==> src/rtl/vga_timing_gen.sv <==
// Parametrised VGA raster timing generator driven by a pixel-rate enable on the system clock.
// Produces registered sync, blanking, active-area coordinates and line/frame start strobes.
module vga_timing_gen #(
  parameter int unsigned H_PW   = 96,
  parameter int unsigned H_BP   = 48,
  parameter int unsigned H_DISP = 640,
  parameter int unsigned H_FP   = 16,
  parameter int unsigned V_PW   = 2,
  parameter int unsigned V_BP   = 33,
  parameter int unsigned V_DISP = 480,
  parameter int unsigned V_FP   = 10,
  parameter bit          H_POL  = 1'b0,
  parameter bit          V_POL  = 1'b0,
  parameter int unsigned CNT_W  = 11
) (
  input  logic             clk,
  input  logic             rst,
  input  logic             pix_en,
  output logic             hsync,
  output logic             vsync,
  output logic             video_on,
  output logic [CNT_W-1:0] x,
  output logic [CNT_W-1:0] y,
  output logic             line_start,
  output logic             frame_start
);

  localparam int unsigned H_TOTAL = H_PW + H_BP + H_DISP + H_FP;
  localparam int unsigned V_TOTAL = V_PW + V_BP + V_DISP + V_FP;
  localparam int unsigned HActS   = H_PW + H_BP;
  localparam int unsigned HActE   = HActS + H_DISP;
  localparam int unsigned VActS   = V_PW + V_BP;
  localparam int unsigned VActE   = VActS + V_DISP;

  localparam longint unsigned CntRange = 64'd1 << CNT_W;

  localparam logic [CNT_W-1:0] HMax = CNT_W'(H_TOTAL - 1);
  localparam logic [CNT_W-1:0] VMax = CNT_W'(V_TOTAL - 1);
  localparam logic [CNT_W-1:0] HOff = CNT_W'(HActS);
  localparam logic [CNT_W-1:0] VOff = CNT_W'(VActS);

  if (64'(H_TOTAL) > CntRange || 64'(V_TOTAL) > CntRange) begin : g_bad_cnt_w
    $error("vga_timing_gen: CNT_W too narrow for H_TOTAL/V_TOTAL");
  end

  logic [CNT_W-1:0] cnt_x_q, cnt_x_d;
  logic [CNT_W-1:0] cnt_y_q, cnt_y_d;
  logic             hsync_q, hsync_d;
  logic             vsync_q, vsync_d;
  logic             video_on_q, video_on_d;
  logic [CNT_W-1:0] x_q, x_d;
  logic [CNT_W-1:0] y_q, y_d;
  logic             line_start_q, line_start_d;
  logic             frame_start_q, frame_start_d;

  // Compare in 32 bits so active-window bounds equal to 2^CNT_W cannot truncate.
  logic [31:0] cx_ext, cy_ext;
  logic        h_act, v_act;

  assign cx_ext = 32'(cnt_x_q);
  assign cy_ext = 32'(cnt_y_q);
  assign h_act  = (cx_ext >= HActS) && (cx_ext < HActE);
  assign v_act  = (cy_ext >= VActS) && (cy_ext < VActE);

  always_comb begin
    cnt_x_d       = cnt_x_q;
    cnt_y_d       = cnt_y_q;
    hsync_d       = hsync_q;
    vsync_d       = vsync_q;
    video_on_d    = video_on_q;
    x_d           = x_q;
    y_d           = y_q;
    line_start_d  = 1'b0;
    frame_start_d = 1'b0;
    if (pix_en) begin
      hsync_d       = (cx_ext < H_PW) ? H_POL : ~H_POL;
      vsync_d       = (cy_ext < V_PW) ? V_POL : ~V_POL;
      video_on_d    = h_act && v_act;
      x_d           = (h_act && v_act) ? cnt_x_q - HOff : '0;
      y_d           = (h_act && v_act) ? cnt_y_q - VOff : '0;
      line_start_d  = (cnt_x_q == '0);
      frame_start_d = (cnt_x_q == '0) && (cnt_y_q == '0);
      if (cnt_x_q == HMax) begin
        cnt_x_d = '0;
        cnt_y_d = (cnt_y_q == VMax) ? '0 : cnt_y_q + CNT_W'(1);
      end else begin
        cnt_x_d = cnt_x_q + CNT_W'(1);
      end
    end
  end

  always_ff @(posedge clk) begin
    if (rst) begin
      cnt_x_q       <= '0;
      cnt_y_q       <= '0;
      hsync_q       <= ~H_POL;
      vsync_q       <= ~V_POL;
      video_on_q    <= 1'b0;
      x_q           <= '0;
      y_q           <= '0;
      line_start_q  <= 1'b0;
      frame_start_q <= 1'b0;
    end else begin
      cnt_x_q       <= cnt_x_d;
      cnt_y_q       <= cnt_y_d;
      hsync_q       <= hsync_d;
      vsync_q       <= vsync_d;
      video_on_q    <= video_on_d;
      x_q           <= x_d;
      y_q           <= y_d;
      line_start_q  <= line_start_d;
      frame_start_q <= frame_start_d;
    end
  end

  assign hsync       = hsync_q;
  assign vsync       = vsync_q;
  assign video_on    = video_on_q;
  assign x           = x_q;
  assign y           = y_q;
  assign line_start  = line_start_q;
  assign frame_start = frame_start_q;

endmodule

==> config.mk <==
export PLATFORM = sky130hd
export DESIGN_NAME = vga_timing_gen
export DESIGN_NICKNAME = d
export VERILOG_FILES = /design/src/rtl/vga_timing_gen.sv
export SDC_FILE = /design/constraint.sdc
export NUM_CORES = 1
export LEC_CHECK = 0
export ABC_AREA = 1
export CORE_MARGIN = 5
export CORE_UTILIZATION = 61
export DETAILED_ROUTE_END_ITERATION = 10
export GPL_ROUTABILITY_DRIVEN = 0
export PLACE_DENSITY_LB_ADDON = 0.25
export SYNTH_ARGS = -nofsm -noshare
export SYNTH_HDL_FRONTEND = slang
export SYNTH_SLANG_ARGS = --single-unit
==> constraint.sdc <==
create_clock -name clk -period 3.07 [get_ports clk]
set_clock_uncertainty 0.15 [all_clocks]
set_input_delay 0.7675 -clock clk [delete_from_list [all_inputs] [get_ports clk]]
set_output_delay 0.7675 -clock clk [all_outputs]
set_load 0.03 [all_outputs]
==> out/metrics.yaml <==
outcome:
  outcome: "completed"
synth:
  syn_inst: 396
  synth_simple_gate_area_share_pct: 36.7
  synth-xor-area-share_pct: 2.87
  synth_fp_nets: 407
  synthMuxAreaShare_pct: 0
  yosys_warnings: 0
  synth_top_family_by_area: "simple AND/OR/NAND/NOR gates"
  synth-seq-cells: 49
  synth.distinct_cells: 29
  yosysSeqAreaShare_pct: 35.8
  synth-adder-area-share_pct: 3.65
  synth.avg_cell_area_sq_um: 6.93
  synth_area_sq_um: 2740
  synth_compound_area_share_pct: 10.4
clock_network:
  cts.path.max_buffers: 2
  cts_buffers: 5
  clkTransAtPathRegs_ns: 0.09
  insertion_delay_ns: 0.31
  htreeDepth: 2
  cts_setup_buffers: 0
  cts_num_sinks: 49
  root_buffer: "clkbuf_8"
  cts_resized: 0
  cts_tree: "yes"
  cts_hold_buf: 0
timing:
  hold-worst-slack_ns: 0.316
  finalSetupTns_ns: 0
  drv_slew: 0
  tightest_slew_ns: 0.489
  hold_viol_final: 0
  fin_crit_sh_pct: 74.8
  setup_viol: 0
  rsz0062_at_grt: "no"
  fmax_ghz: 0.436
  layout_min_cycle_time_ns: 2.30
  max_slew_margin_pct: 67.3
worst_setup_path:
  end_kind: "flop"
  ff2ff_path_depth: 8
  startpoint: "pix_en"
  path_class: "input port to flop"
  start_kind: "input port"
  max_stage_delay_ns: 0.64
  reg2reg_from: "cnt_x_q[5]"
  ff2ff_setup_slack_ns: 1.09
  cp.required_ns: 3.17
  arrival_ns: 2.40
  worstPathBufferInverterCount: 2
  endpoint: "x[3]"
  critical_path.cell_chain: "clkdlybuf4s50_1 -> inv_1 -> nor2_1 -> nand3_2 -> nor2_8 -> nand4_1 -> a21oi_1"
  cp_top_family: "buffers and inverters"
  worstSetupPathDepth: 7
  r2r_end: "x[3]"
  crit_fanout: 23
  crit_path_top_delay_cell: "clkdlybuf4s50_1"
finish:
  final_core_util_pct: 71.2
  finalNonFillerCells: 469
  drive_gt1_share_pct: 7.91
  layout_common_cells: "nand2_1 (98), dfxtp_1 (49), inv_1 (37), nor2_1 (37), a21oi_1 (37)"
  stdcell_area_sq_um: 3100
  final_common_cell: "nand2_1"
  antenna_cells: 0
  final_nets: 427
  area_growth_pct: 13.0
global_route:
  antenna_found_initial: 0
  grt_max_degree: 32
  grt_usage_pct: 23.0
  grt_pass1_wl_um: 11200
  overflow: 0
  first_global_vias: 2511
floorplan:
  fp.dieH_um: 77.1
  core-area_sq_um: 4350
  die_area_sq_um: 5940
  num_io_pins: 30
  start_util_pct: 63.0
  num_rows: 24
  die_x_um: 77.1
drt:
  wl_per_cell_um: 14.1
  via_count: 2668
  routed_wl_um: 6590
  initialDrtViolationCount: 275
  vias_per_cell: 5.69
  drt_pre_antenna_iters: 6
  drtAntennaViolNets: 0
  drc: 0
job:
  drv_cap: 0
pwr:
  power.density_nw_per_um2: 381
  p_leak_nw: 1.37
  peakVddDrop_mv: 0.278
placement:
  place_inst: 461
  io_buffers: 29
  dp_hpwl_um: 4600
  postPlaceCellArea_sq_um: 2990
worst_hold_path:
  hp-class: "flop to flop"
==> layout make-up <==
cell class                      count  area (sq um)
Sequential cell                    49           981
Clock buffer                        5          68.8
Fill cell                         366          1250
Clock inverter                      3          46.3
Inverter                           44           165
Tap cell                           52          65.1
Timing Repair Buffer               31           305
Multi-Input combinational cell    285          1470
==> tightest hold or removal path, cell delays in order (launching register included) <==
cell,delay (ns)
dfxtp_1,0.32
nand2_1,0.06
a21oi_1,0.05
==> synth_stat cells, drive strengths merged <==
| master | count | area, sq um |
|---|---|---|
| buf | 11 | 100 |
| nand3 | 26 | 145 |
| ha | 8 | 100 |
| nand4 | 27 | 169 |
| o211a | 1 | 10.0 |
| o21ai | 14 | 70.1 |
| o2111a | 1 | 11.3 |
| nor3b | 1 | 7.51 |
| a211oi | 1 | 7.51 |
| nor3 | 13 | 70.1 |
| nor2 | 42 | 194 |
| clkbuf | 7 | 27.5 |
| nand2 | 105 | 422 |
| a21oi | 37 | 185 |
| dfxtp | 49 | 981 |
| inv | 44 | 165 |
| xor2 | 9 | 78.8 |
==> cell families after synthesis <==
logic type | after synthesis
compound gates | 54
xor+xnor | 9
fa+ha+maj | 8
simple gates | 214
flops | 49
buf+inv | 62
==> power by group <==
| part | total [mW] | switching, mW | internal, mW |
|---|---|---|---|
| sequential | 0.646 | 0.00486 | 0.641 |
| clock | 0.470 | 0.226 | 0.244 |
| combinational | 0.0644 | 0.0446 | 0.0199 |
| total | 1.18 | 0.276 | 0.905 |
==> sequential cells by signal, summed over array words and instances, names as in the netlist <==
signal,flops
line_start,1
cnt_y_q,11
video_on,1
frame_start,1
hsync,1
cnt_x_q,11
x,11
vsync,1
y,11
==> metal layers <==
layer / GRT usage (%) / part of all wire, %
met5: 0 / 0
met4: 9.28 / 1.9
met3: 6.44 / 8.1
met2: 37.9 / 47
met1: 28.2 / 43
==> worst min-delay path by stage <==
stage,to,slack (ns),cells past startpoint,start
final,x[9],0.32,2,x[9]
after global placement,x[0],0.30,2,x[0]
after floorplan,x[3],0.34,2,cnt_x_q[3]
after detailed placement,x[5],0.31,2,x[5]
after global routing,x[1],0.34,2,x[1]
after CTS,y[4],0.32,2,y[4]
==> per-stage QoR <==
| step | worst slack, ns | power [mW] |
|---|---|---|
| floorplan | 1.17 | 0.706 |
| global placement | 0.533 | 0.724 |
| detailed placement | 0.468 | 0.725 |
| CTS | 0.792 | 1.19 |
| global route | 0.593 | 1.24 |
| finish | 0.774 | 1.18 |
(Power assumes the default switching activity.)
